===== config.mk =====
export PLATFORM = sky130hd
export DESIGN_NAME = ex_cs_sub90_pipe
export DESIGN_NICKNAME = d
export VERILOG_FILES = /design/src/rtl/ex_cs_sub90_pipe.sv
export SDC_FILE = /design/constraint.sdc
export NUM_CORES = 1
export LEC_CHECK = 0
export BUFFER_PORTS_ARGS = -buffer_cell sky130_fd_sc_hd__buf_2
export CORE_AREA = 2 2 207 209
export DETAILED_ROUTE_END_ITERATION = 8
export DIE_AREA = 0 0 209 211
export PLACE_DENSITY_LB_ADDON = 0.3
export REMOVE_ABC_BUFFERS = 1
export SLEW_MARGIN = 20
export SYNTH_ARGS = -nofsm -noshare
export SYNTH_HDL_FRONTEND = slang
export SYNTH_SLANG_ARGS = --single-unit
export TNS_END_PERCENT = 100

===== constraint.sdc =====
create_clock -name clock -period 8.9 [get_ports clock]
set_input_delay 0.89 -clock clock [delete_from_list [all_inputs] [get_ports clock]]
set_output_delay 0.89 -clock clock [all_outputs]
set_load 0.02 [all_outputs]

===== src/rtl/ex_cs_sub90_pipe.sv =====
// Two-stage pipelined 90-bit carry-select subtractor: valC = {cout, A - B - bin}, valCi = ~valC.
// Optional compare flags are built only when EXCSSUB90_FLAGS_EN is defined; otherwise the flag ports read 0.
module ex_cs_sub90_pipe (
    input  logic        clock,
    input  logic        reset,
    input  logic        inValid,
    output logic        inReady,
    input  logic [89:0] valA,
    input  logic [89:0] valB,
    input  logic        bin,
    output logic        outValid,
    input  logic        outReady,
    output logic [90:0] valC,
    output logic [90:0] valCi,
    output logic        flagZ,
    output logic        flagN,
    output logic        flagULT,
    output logic        flagSLT,
    output logic        flagV
);

    localparam int NCH = 6;

    logic        vld_p1;
    logic        vld_p2;
    logic        accept;
    logic        s2_adv;

    logic [89:0] sum0_c, sum1_c;
    logic [NCH-1:0] co0_c, co1_c;

    logic [89:0] sum0_p1, sum1_p1;
    logic [NCH-1:0] co0_p1, co1_p1;
    logic        cin_p1;

    logic [NCH:0] carry_c;
    logic [89:0] diff_c;

    assign s2_adv   = vld_p1 & (~vld_p2 | outReady);
    assign inReady  = ~vld_p1 | s2_adv;
    assign accept   = inValid & inReady;
    assign outValid = vld_p2;

    // Both chunk candidates (carry-in 0 and 1) are formed per chunk; chunk 5 is 10 bits wide.
    for (genvar k = 0; k < NCH; k++) begin : g_chunk
        localparam int LO = k * 16;
        localparam int CW = (k < NCH - 1) ? 16 : 10;
        logic [CW:0] s0, s1;
        assign s0 = {1'b0, valA[LO +: CW]} + {1'b0, ~valB[LO +: CW]};
        assign s1 = s0 + {{CW{1'b0}}, 1'b1};
        assign sum0_c[LO +: CW] = s0[CW-1:0];
        assign sum1_c[LO +: CW] = s1[CW-1:0];
        assign co0_c[k] = s0[CW];
        assign co1_c[k] = s1[CW];
    end

    // ---- stage 1 boundary: chunk sums registered ----
    always_ff @(posedge clock or negedge reset) begin
        if (!reset) begin
            vld_p1 <= 1'b0;
        end else if (accept) begin
            vld_p1 <= 1'b1;
        end else if (s2_adv) begin
            vld_p1 <= 1'b0;
        end
    end

    always_ff @(posedge clock) begin
        if (accept) begin
            sum0_p1 <= sum0_c;
            sum1_p1 <= sum1_c;
            co0_p1  <= co0_c;
            co1_p1  <= co1_c;
            cin_p1  <= ~bin;
        end
    end

    // Carry ripples only through the six chunk selects, not through 90 bits.
    always_comb begin
        carry_c = '0;
        diff_c  = '0;
        carry_c[0] = cin_p1;
        for (int k = 0; k < NCH; k++) begin
            carry_c[k+1] = carry_c[k] ? co1_p1[k] : co0_p1[k];
        end
        for (int k = 0; k < NCH - 1; k++) begin
            diff_c[k*16 +: 16] = carry_c[k] ? sum1_p1[k*16 +: 16] : sum0_p1[k*16 +: 16];
        end
        diff_c[89:80] = carry_c[NCH-1] ? sum1_p1[89:80] : sum0_p1[89:80];
    end

    // ---- stage 2 boundary: result and inverse registered ----
    always_ff @(posedge clock or negedge reset) begin
        if (!reset) begin
            vld_p2 <= 1'b0;
            valC   <= '0;
            valCi  <= '1;
        end else begin
            if (s2_adv) begin
                vld_p2 <= 1'b1;
                valC   <= {carry_c[NCH], diff_c};
                valCi  <= ~{carry_c[NCH], diff_c};
            end else if (outReady) begin
                vld_p2 <= 1'b0;
            end
        end
    end

`ifdef EXCSSUB90_FLAGS_EN
    logic a89_p1, nb89_p1;
    logic ovf_c;

    always_ff @(posedge clock) begin
        if (accept) begin
            a89_p1  <= valA[89];
            nb89_p1 <= ~valB[89];
        end
    end

    // Overflow: operands of A + ~B agree in sign but the result sign differs from A.
    assign ovf_c = (a89_p1 == nb89_p1) & (diff_c[89] != a89_p1);

    always_ff @(posedge clock or negedge reset) begin
        if (!reset) begin
            flagZ   <= 1'b0;
            flagN   <= 1'b0;
            flagULT <= 1'b0;
            flagSLT <= 1'b0;
            flagV   <= 1'b0;
        end else if (s2_adv) begin
            flagZ   <= ~|diff_c;
            flagN   <= diff_c[89];
            flagULT <= ~carry_c[NCH];
            flagSLT <= diff_c[89] ^ ovf_c;
            flagV   <= ovf_c;
        end
    end
`else
    assign flagZ   = 1'b0;
    assign flagN   = 1'b0;
    assign flagULT = 1'b0;
    assign flagSLT = 1'b0;
    assign flagV   = 1'b0;
`endif

endmodule

Yosys cells after proc, flatten, opt, wreduce, memory -nomap -nowiden
Cells that the tools add are included.
{"block": "op_classes", "addsub": 12, "n_bitwise": 14, "shifts": 0, "reduce_logical": 2, "n_mul": 0, "eq_ne": 0, "n_div": 0, "n_lt_le_gt_ge": 0, "n_mux": 16}
{"op": "$not A91 Y91", "n": 1}
{"op": "$add A16 B16 Y17", "n": 5}
{"op": "$add A17 B1 Y17 const B", "n": 5}
{"op": "$mux W16", "n": 5}
{"op": "$not A16 Y16", "n": 5}
{"op": "$add A10 B10 Y11", "n": 1}
{"op": "$add A11 B1 Y11 const B", "n": 1}
{"op": "$mux W1", "n": 10}
{"op": "$mux W10", "n": 1}
{"op": "$not A10 Y10", "n": 1}
{"op": "$reduce_bool A2 Y1", "n": 2}
{"op": "$not A1 Y1", "n": 3}
{"op": "$and A1 B1 Y1", "n": 2}
{"op": "$or A1 B1 Y1", "n": 2}
{"block": "word_totals", "mem_count": 0, "reg_bits": 377, "in_bits": 185, "out_inout_bits": 189, "ramBits": 0, "romBits": 0, "latch_bits": 0}

Logic depth before layout (Yosys ltp)
Gate-level depths: netlist of the first run.
{"block": "depth", "word_depth": 7, "mapped_depth": 13}

Least setup slack after synthesis of the first run
Ideal clock, no wire load.
{"block": "synth_timing", "kind": "input-to-reg", "startpoint": "in outReady", "endpoint": "reg cin_p1, enable pin", "required_time_ns": 8.324, "setup_slack_ns": 2.735, "setup_ns": 0.576, "arrival_time_ns": 5.589, "cell_stages": 2, "cell_sequence": "nand3b_1 and2_1"}
{"block": "synth_between", "elab_chain_len": 4}
{"element": "start, declared", "line": "12", "text": "input logic outReady,"}
{"element": "$or A1 B1 Y1", "line": "39", "text": "assign s2_adv = vld_p1 & (~vld_p2 | outReady);"}
{"element": "$and A1 B1 Y1", "line": "39"}
{"element": "$or A1 B1 Y1", "line": "40", "text": "assign inReady = ~vld_p1 | s2_adv;"}
{"element": "$and A1 B1 Y1", "line": "41", "text": "assign accept = inValid & inReady;"}
{"element": "named net accept", "line": "26", "text": "logic accept;"}
{"element": "end signal, assigned", "line": "74", "text": "cin_p1 <= ~bin;"}
{"element": "end, declared", "line": "34", "text": "logic cin_p1;"}
The timed path passes the listed nets, and every way through them passes these cells.
A chain may end at the register's enable or synchronous reset.

Worst setup path in the final report of the first run
{"block": "layout_timing", "startpoint": "reg cin_p1", "endpoint": "reg valC[84]"}
{"block": "layout_between", "elab_chain_len": 6}
{"element": "$mux W1 (5 in a row)", "line": "84", "text": "carry_c[k+1] = carry_c[k] ? co1_p1[k] : co0_p1[k];"}
{"element": "$mux W10", "line": "89", "text": "diff_c[89:80] = carry_c[NCH-1] ? sum1_p1[89:80] : sum0_p1[89:80];"}
{"element": "end signal, assigned", "line": "101", "text": "valC <= {carry_c[NCH], diff_c};"}
{"element": "end, declared", "line": "13", "text": "output logic [90:0] valC,"}
No other way between the ends.

==> results_dict.tcl, run 1 <==
set metrics [dict create \
    regArea_sq_um 10510 \
    syn_area_sq_um 19550 \
    post-synth-top-count-cell "nand2_1" \
    async_reset_ff_share_pct 48.81 \
    holdWs_ns 0.4076 \
    grt_use_total_pct 21.13 \
    synth_largest_area_cell "edfxtp_1" \
    clk_latency_ns 0.55 \
    coreArea_sq_um 41760 \
    seq_area_frac_synth_pct 53.78 \
    grt_first_pass_wirelength_um 74800 \
    finalMaxSlewViolations 0 \
    h-tree-depth 2 \
    synth_edf_count 193 \
    timing.rr.start "cin_p1" \
    areaGrowthSynthToFinish_pct 19.71 \
    endpoint_kind "flop" \
    drc 0 \
    yosys.cell_types.count 72 \
    r2r-end "valC[84]" \
    rsz0062_at_grt "false" \
    cts_num_sinks 377 \
    clk_path_buf_depth 3 \
    power_leakage_nw 10.65 \
    arrival_ns 4.60 \
    start_util_pct 46.82 \
    r2r_cells 8 \
    crit_required_ns 9.38 \
    nFillCells 3661 \
    tightest_slew_ns 1.050 \
    die_area_sq_um 44100 \
    cts-resized-gates 0 \
    fmax_mhz 242.7 \
    gp_congestion 0.8791 \
    post_cts_buffers 0 \
    syn_avg_cell_area_sq_um 10.48 \
    grt_overflow_total 0 \
    drt_iter0_markers 794 \
    vias_per_cell 5.252 \
    synthesis.instances 1865 \
    multiInputGateArea_sq_um 8245 \
    fin_crit_ns 4.120 \
    num_vias 14800 \
    hold_class "input pin to async pin" \
    dp_hpwl_um 34110 \
    grt_pass1_vias 14608 \
    synth_top_cells_by_count "402 x nand2_1, 193 x edfxtp_1, 150 x inv_1" \
    io_buffers 368 \
    power_per_cell_area_nw_per_um2 243.6 \
    nNetsFinal 2526 \
    synth_area_leaders "edfxtp_1 30%, dfstp_2 12%, dfrtp_1 12%" \
    antenna_found_initial 9 \
    cts_root_buf "clkbuf_16" \
    crit_fanout 18 \
    slew_headroom_pct 28.00 \
    ys_ff_latch 377 \
    tritoncts "built" \
    fin_crit_sh_pct 46.29 \
    drive_gt1_share_pct 24.52 \
    setup_viol 0 \
    ant_nets 0 \
    drv_cap 0 \
    setup_tns_ns 0 \
    top_level_ports 374 \
    firstDrtPassIters 5 \
    die_h_um 211 \
    reg2reg_setup_slack_ns 4.78 \
    critPathLaunchType "flop" \
    hold_violations 0 \
    vdd_drop_max_mv 0.1655 \
    fin_skew_ns 0.01590 \
    status "finished clean" \
    die_w_um 209 \
    clkTransAtPathRegs_ns 0.06 \
    synth_ff_type "edfxtp_1" \
    criticalPathCategory "flop to flop" \
    grt_max_degree 108 \
    cts-hold-fix-buffers 0 \
    row_count 75 \
    wire_per_inst_um 16.55 \
    totalWireLength_um 46640 \
    yosysWarnings 0 \
    cts_buffers 43 \
    synth_top_cell_area_share_pct 29.64 \
]
-- worst max path at each step --
stage,startpoint,end,slack (ns),cells after the start
after CTS,cin_p1,valC[84],4.61,8
after floorplan,outReady,cin_p1,2.74,2
final,cin_p1,valC[84],4.78,8
after global placement,cin_p1,valC[82],4.74,8
after global routing,cin_p1,valC[82],4.45,8
after detailed placement,cin_p1,valC[82],4.66,8
-- worst max-delay path, cell delays in order (launching register included) --
cell and delay (ns):
edfxtp_1 0.98, mux2_4 0.47, mux2_4 0.44, mux2_4 0.44
mux2_4 0.38, mux2i_1 0.90, nand2_1 0.12, nand3_1 0.16
o21a_1 0.14
-- kinds of logic (layout without fill, tap and decap cells) --
| family | after synthesis | in the layout | share of synthesized area [%] |
|---|---|---|---|
| AOI/OAI and AO/OA | 302 | 302 | 10.85 |
| buffers and inverters | 203 | 606 | 4.186 |
| xor gates and xnor gates | 140 | 140 | 6.272 |
| muxes | 29 | 29 | 1.619 |
| adders and majority gates | 102 | 102 | 6.758 |
| and+or+nand+nor | 711 | 711 | 16.51 |
| DFF | 377 | 377 | 53.78 |
| other | 1 | 12 | 0.01918 |
-- sequential cells by signal, summed over array words and instances, names as in the netlist --
register	count
valC	91
valCi	91
sum0_p1	90
sum1_p1	90
co0_p1	6
co1_p1	6
cin_p1	1
outValid	1
vld_p1	1
-- final cells by class --
class	instances	share of cell area [%]
repair buffers	378	8.228
multi-input cells	1289	35.23
inverters	150	2.406
clock buffers	60	5.352
diodes	7	0.07485
flip-flops and latches	377	44.93
well taps	539	2.882
clock inverters	18	0.8982
-- per-layer routing --
| metal | wire length [um] | share of wire, % | vias to the layer above | GRT usage, % |
|---|---|---|---|---|
| met5 | 27 | 0.058 | - | 0 |
| met4 | 1411 | 3.0 | 4 | 7.980 |
| met3 | 2386 | 5.1 | 79 | 3.702 |
| met2 | 22460 | 48 | 370 | 35.71 |
| met1 | 20360 | 44 | 7119 | 27.31 |
| li1 | - | - | 7228 | - |
-- layout by cell type, fill, tap and decap left out, types with 47 or more instances in the layout --
master,synthesis,layout
a21oi_1,49,49
buf_2,3,367
dfrtp_1,93,93
dfstp_2,91,91
edfxtp_1,193,193
ha_1,96,96
inv_1,150,150
nand2_1,402,401
nand3_1,109,109
o21a_1,102,102
xnor2_1,93,93
xor2_1,47,47
-- power by group --
group,switching (mW),leakage (nW),internal (mW)
Combinational,0.942,6.08,0.527
Sequential,0.146,3.85,2.28
Clock,0.703,0.723,1.10
-- metrics by stage --
step | setup WS, ns | cells | area, sq um | total power, mW | util, %
floorplan | 2.735 | 1816 | 19310 | 3.429 | -
global placement | 4.740 | 2733 | 21920 | 3.889 | 52.50
detailed placement | 4.660 | 2733 | 21920 | 3.935 | 52.50
CTS | 4.610 | 2811 | 23380 | 5.763 | 56.00
global route | 4.447 | 2815 | 23390 | 5.985 | 56.02
finish | 4.780 | 2818 | 23400 | 5.701 | 56.04
No activity file was read; power rests on OpenSTA's default activity.
==> run 2, diff against run 1 <==
==> constraint.sdc (replaced) <==
create_clock -name clock -period 4.3 [get_ports clock]
set_input_delay 0.43 -clock clock [delete_from_list [all_inputs] [get_ports clock]]
set_output_delay 0.43 -clock clock [all_outputs]
set_load 0.02 [all_outputs]
==> run 2 against run 1 <==
Effect of this change: maximum frequency increased by 16%; critical path type unchanged; largest cell class unchanged; clock power increased by 98%; largest power group unchanged; combinational power rose by 110%; highest routed layer unchanged.
==> results_dict.tcl, run 2 (synthesized netlist as in run 1, its figures left out) <==
set metrics [dict create \
    status "finished clean" \
    hold_violations 0 \
    hold_class "input pin to flop" \
    grt_use_total_pct 21.07 \
    layout_commonest_cell "nand2_1" \
    instances_no_fill 2818 \
    grt_max_degree 104 \
    totalWireLength_um 46710 \
    clk_path_buf_depth 3 \
    clkTransAtPathRegs_ns 0.06 \
    finalMaxSlewViolations 0 \
    row_count 75 \
    antenna_found_initial 10 \
    die_w_um 209 \
    cts-resized-gates 0 \
    vdd_drop_max_mv 0.4075 \
    die_h_um 211 \
    cts_root_buf "clkbuf_16" \
    fmax_mhz 282.5 \
    rsz0062_at_grt "false" \
    drc 0 \
    slew_headroom_pct 28.10 \
    drt_iter0_markers 814 \
    arrival_ns 4.03 \
    dpl_cell_area_sq_um 21990 \
    tightest_slew_ns 1.048 \
    drv_cap 0 \
    stdcell_area_sq_um 23420 \
    top_regs "valC: 91 flops, valCi: 91 flops" \
    dp_hpwl_um 33710 \
    firstDrtPassIters 5 \
    tritoncts "built" \
    io_buffers 368 \
    cts_num_sinks 377 \
    cts_buffers 42 \
    power_per_cell_area_nw_per_um2 497.9 \
    power.total_mw 11.66 \
    critPathLaunchType "flop" \
    layout_common_cells "401 x nand2_1, 367 x buf_2, 193 x edfxtp_1" \
    grt_overflow_total 0 \
    nNetsFinal 2526 \
    power_leakage_nw 10.64 \
    crit_required_ns 4.79 \
    wire_per_inst_um 16.57 \
    endpoint_kind "flop" \
    top_level_ports 374 \
    ant_nets 0 \
    die_area_sq_um 44100 \
    h-tree-depth 2 \
    coreArea_sq_um 41760 \
    areaGrowthSynthToFinish_pct 19.79 \
    vias_per_cell 5.260 \
    setup_viol 0 \
    fin_crit_ns 3.540 \
    grt_pass1_vias 14912 \
    gp_congestion 0.8926 \
    fin_skew_ns 0.007104 \
    grt_first_pass_wirelength_um 75350 \
    placed_cells 2733 \
    crit_fanout 18 \
    num_vias 14823 \
    start_util_pct 46.82 \
    clk_latency_ns 0.55 \
    drive_gt1_share_pct 24.37 \
    fin_crit_sh_pct 82.32 \
    criticalPathCategory "flop to flop" \
    nFillCells 3685 \
]
## run 2: path summary, 6_finish.rpt
path / startpoint / endpoint / slack, ns / cells after the start
hold reg to reg: valCi[87] / valCi[87] / 0.45 / 2
setup reg to reg: cin_p1 / valC[82] / 0.76 / 8
min in group asynchronous: reset / valC[57] / 0.53 / 2
max in group asynchronous: reset / valCi[71] / 2.74 / 3
setup / recovery: cin_p1 / valC[82] / 0.76 / 8
hold / removal: inValid / vld_p1 / 0.10 / 2
## run 2: final cells by class
type | count | area, sq um | area share (%)
antenna | 6 | 15.01 | 0.06411
timing repair buffer | 379 | 1998 | 8.532
clock buffer | 64 | 1299 | 5.546
multi-input combinational | 1289 | 8254 | 35.25
tap | 539 | 674.4 | 2.880
clock inverter | 14 | 101.3 | 0.4328
inverter | 150 | 563.0 | 2.404
sequential | 377 | 10510 | 44.89
## run 2: per-stage QoR
stage | hold WS, ns | utilization, % | setup TNS (ns) | worst slack [ns]
2_1_floorplan | 0.1344 | - | -281.75 | -1.455
3_3_place_gp | 0.4436 | 52.65 | 0 | 0.7135
3_5_place_dp | 0.4468 | 52.67 | 0 | 0.5802
4_1_cts | 0.07105 | 56.04 | 0 | 0.7380
5_1_grt | 0.08479 | 56.07 | 0 | 0.5872
6_report | 0.1036 | 56.08 | 0 | 0.7604
## run 2: per-layer routing
layer | vias up | GRT usage [%] | share of wire, %
li1 | 7229 | - | -
met1 | 7117 | 27.58 | 45
met2 | 367 | 34.95 | 47
met3 | 104 | 3.405 | 4.4
met4 | 6 | 8.941 | 3.7
met5 | - | 0 | 0.092
## run 2: worst max-delay path, cell delays in order, from the launching register on
cell,delay [ns]
edfxtp_1,0.41
mux2_4,0.44
mux2_4,0.45
mux2_4,0.45
mux2_4,0.39
mux2i_1,0.90
nand2_1,0.12
nand3_1,0.15
o21a_1,0.14
## run 2: what timing repair did
action                    CTS  global route
hold endpoints to repair    3             0
buffers inserted            0             0
hold buffers                1             0
## run 2: report_power, final
group	internal (mW)	total, mW	switching, mW
Sequential	4.72	5.00	0.286
Combinational	1.10	3.06	1.96
Clock	2.15	3.59	1.45
==> run 3, diff against run 2 <==
--- a/config.mk
+++ b/config.mk
@@ -5,10 +5,11 @@
 export SDC_FILE = /design/constraint.sdc
 export NUM_CORES = 1
 export LEC_CHECK = 0
+export ABC_AREA = 1
 export BUFFER_PORTS_ARGS = -buffer_cell sky130_fd_sc_hd__buf_2
-export CORE_AREA = 2 2 207 209
+export CORE_AREA = 2 2 220 222
 export DETAILED_ROUTE_END_ITERATION = 8
-export DIE_AREA = 0 0 209 211
+export DIE_AREA = 0 0 222 224
 export PLACE_DENSITY_LB_ADDON = 0.3
 export REMOVE_ABC_BUFFERS = 1
 export SLEW_MARGIN = 20
==> constraint.sdc (replaced) <==
create_clock -name clock -period 3.4 [get_ports clock]
set_input_delay 0.34 -clock clock [delete_from_list [all_inputs] [get_ports clock]]
set_output_delay 0.34 -clock clock [all_outputs]
set_load 0.02 [all_outputs]
==> run 3 against run 2 <==
Effect of this change: clock skew is 0.010 ns higher; first-iteration DRC count grew 50%; combinational power is 71% higher; global-route usage rose by 0.61 points; sequential power increased by 36%; hold slack worse by 0.0018 ns; wire length rose by 15%.
==> results_dict.tcl, run 3 <==
set metrics [dict create \
    tightest_slew_ns 0.9857 \
    post-synth-top-count-cell "nand2_1" \
    cts_num_sinks 377 \
    r2r-end "valC[82]" \
    clk_path_buf_depth 3 \
    power.total_mw 16.57 \
    setup_viol 0 \
    finalMaxSlewViolations 0 \
    synth_area_leaders "edfxtp_1 26%, nand2_1 18%, dfstp_2 11%" \
    drv_cap 0 \
    h-tree-depth 2 \
    drc 0 \
    totalWireLength_um 53770 \
    die_h_um 224 \
    synth_largest_area_cell "edfxtp_1" \
    arrival_ns 3.32 \
    areaGrowthSynthToFinish_pct 18.19 \
    num_vias 18841 \
    syn_avg_cell_area_sq_um 7.915 \
    fin_crit_ns 2.836 \
    layout_common_cells "1067 x nand2_1, 446 x inv_1, 367 x buf_2" \
    rsz0062_at_grt "false" \
    clkTransAtPathRegs_ns 0.06 \
    whs_endpoint "vld_p1" \
    grt_use_total_pct 21.68 \
    wire_per_inst_um 14.05 \
    fmax_mhz 352.6 \
    coreArea_sq_um 47350 \
    clk_latency_ns 0.56 \
    post_cts_buffers 0 \
    ant_nets 0 \
    synth_top_cells_by_count "1068 x nand2_1, 447 x inv_1, 238 x nand3_1" \
    criticalPathCategory "flop to flop" \
    timing.rr.start "cin_p1" \
    placed_cells 3740 \
    critPathSlowestCell "edfxtp_1" \
    die_w_um 222 \
    ys_ff_latch 377 \
    cts_buffers 44 \
    synth_ff_type "edfxtp_1" \
    layout_commonest_cell "nand2_1" \
    hold_depth 4 \
    cts_root_buf "clkbuf_16" \
    r2r_cells 15 \
    cts-hold-fix-buffers 2 \
    vdd_drop_max_mv 0.4059 \
    gp_congestion 0.8907 \
    firstDrtPassIters 5 \
    yosys.cell_types.count 40 \
    grt_pass1_vias 18081 \
    multiInputGateArea_sq_um 9632 \
    hold_violations 0 \
    vias_per_cell 4.923 \
    fin_util_pct 55.07 \
    dp_hpwl_um 40900 \
    top_level_ports 374 \
    stdcell_area_sq_um 26070 \
    endpoint_kind "flop" \
    grt_max_degree 112 \
    instances_no_fill 3827 \
    fin_skew_ns 0.01743 \
    fin_crit_sh_pct 83.42 \
    cts-resized-gates 0 \
    antenna_found_initial 3 \
    status "finished clean" \
    drive_gt1_share_pct 19.01 \
    crit_required_ns 3.88 \
    synthesis.instances 2787 \
    drt_iter0_markers 1223 \
    power_leakage_nw 13.64 \
    grt_overflow_total 0 \
    cp_common_cell "nand2_1" \
    syn_area_sq_um 22060 \
    max_stage_delay_ns 0.62 \
    start_util_pct 46.59 \
    power_per_cell_area_nw_per_um2 635.6 \
    die_area_sq_um 49730 \
    top_regs "valC: 91 flops, valCi: 91 flops" \
    regArea_sq_um 10510 \
    io_buffers 368 \
    row_count 80 \
    synth_edf_count 193 \
    dpl_cell_area_sq_um 24640 \
    critPathLaunchType "flop" \
    hold_start "outReady" \
    hold_class "input pin to flop" \
    synth_top_cell_area_share_pct 26.27 \
    crit_fanout 18 \
    slew_headroom_pct 34.29 \
    tritoncts "built" \
    grt_first_pass_wirelength_um 88860 \
    yosysWarnings 0 \
    seq_area_frac_synth_pct 47.66 \
    nNetsFinal 3460 \
    reg2reg_setup_slack_ns 0.56 \
    async_reset_ff_share_pct 48.81 \
    worstPathCellList "inv_8, nand2_4, nand2_4, nand2_4, nand2_8, nand2_2, nand2_4, nand2_2, nand2_4, nand2_1, nand2_1, nand2_1, nand2_1, nand2_1, nand2_1" \
    nFillCells 4389 \
    setup_tns_ns 0 \
]
==> run 3: changes by cell type in the layout (fill, tap and decap cells not counted), sizes merged, moves of 23 or more <==
cell	previous run	this run
a21o	24	1
inv	152	459
mux2i	23	0
nand2	402	1112
nand3	109	239
nand4	15	42
nor2	46	155
xnor2	93	12
==> run 3: cells by family (layout without fill, tap and decap cells) <==
family	count (synthesis)	in the layout	synth area share (%)
flops	377	377	47.66
other cells	1	8	0.01700
compound gates	158	158	4.634
fa+ha+maj	102	102	5.990
simple gates	1595	1595	30.78
xor+xnor	53	53	2.138
buf+inv	501	919	8.775
==> run 3: worst max path at each step <==
stage | startpoint | endpoint | slack (ns) | cells past startpoint
after floorplan | outValid | cin_p1 | -1.70 | 3
after global placement | valB[32] | sum1_p1[46] | 0.46 | 18
after detailed placement | valB[32] | sum1_p1[46] | 0.36 | 18
after CTS | cin_p1 | valC[85] | 0.49 | 15
after global routing | cin_p1 | valC[82] | 0.22 | 15
final | cin_p1 | valC[82] | 0.56 | 15
==> run 3: layer usage <==
layer	wire, um	GRT usage, %
met3	2757	3.450
met2	25710	36.87
met5	0	0
met4	1031	5.449
met1	24270	29.03
==> run 3: metrics by stage <==
stage	hold WS, ns	worst slack [ns]
after CTS	0.07173	0.4941
after global placement	0.4538	0.4610
after floorplan	0.04441	-1.697
after detailed placement	0.4565	0.3649
final	0.1018	0.5637
after global routing	0.1392	0.2160
==> run 3: cell type report <==
type                    instances  share of cell area (%)
clock buffers                  62                   4.876
clock inverters                20                  0.5039
repair buffers                384                   7.770
inverters                     453                   6.599
well taps                     615                   2.951
diodes                          3                 0.02879
multi-input cells            1913                   36.94
flip-flops and latches        377                   40.33
==> run 3: worst max-delay path: cells and delay by family, from the launching register on <==
kind | cells | cell delay (ns)
DFF | 1 | 0.62
and+or+nand+nor | 14 | 1.86
buffers and inverters | 1 | 0.24
==> run 3: power by group <==
part           switching, mW  total [mW]  internal, mW  leakage [nW]
Combinational           3.52        5.22          1.70          9.04
Sequential             0.515        6.82          6.30          3.91
Clock                   1.90        4.53          2.63         0.694
Total                   5.94        16.6          10.6          13.6
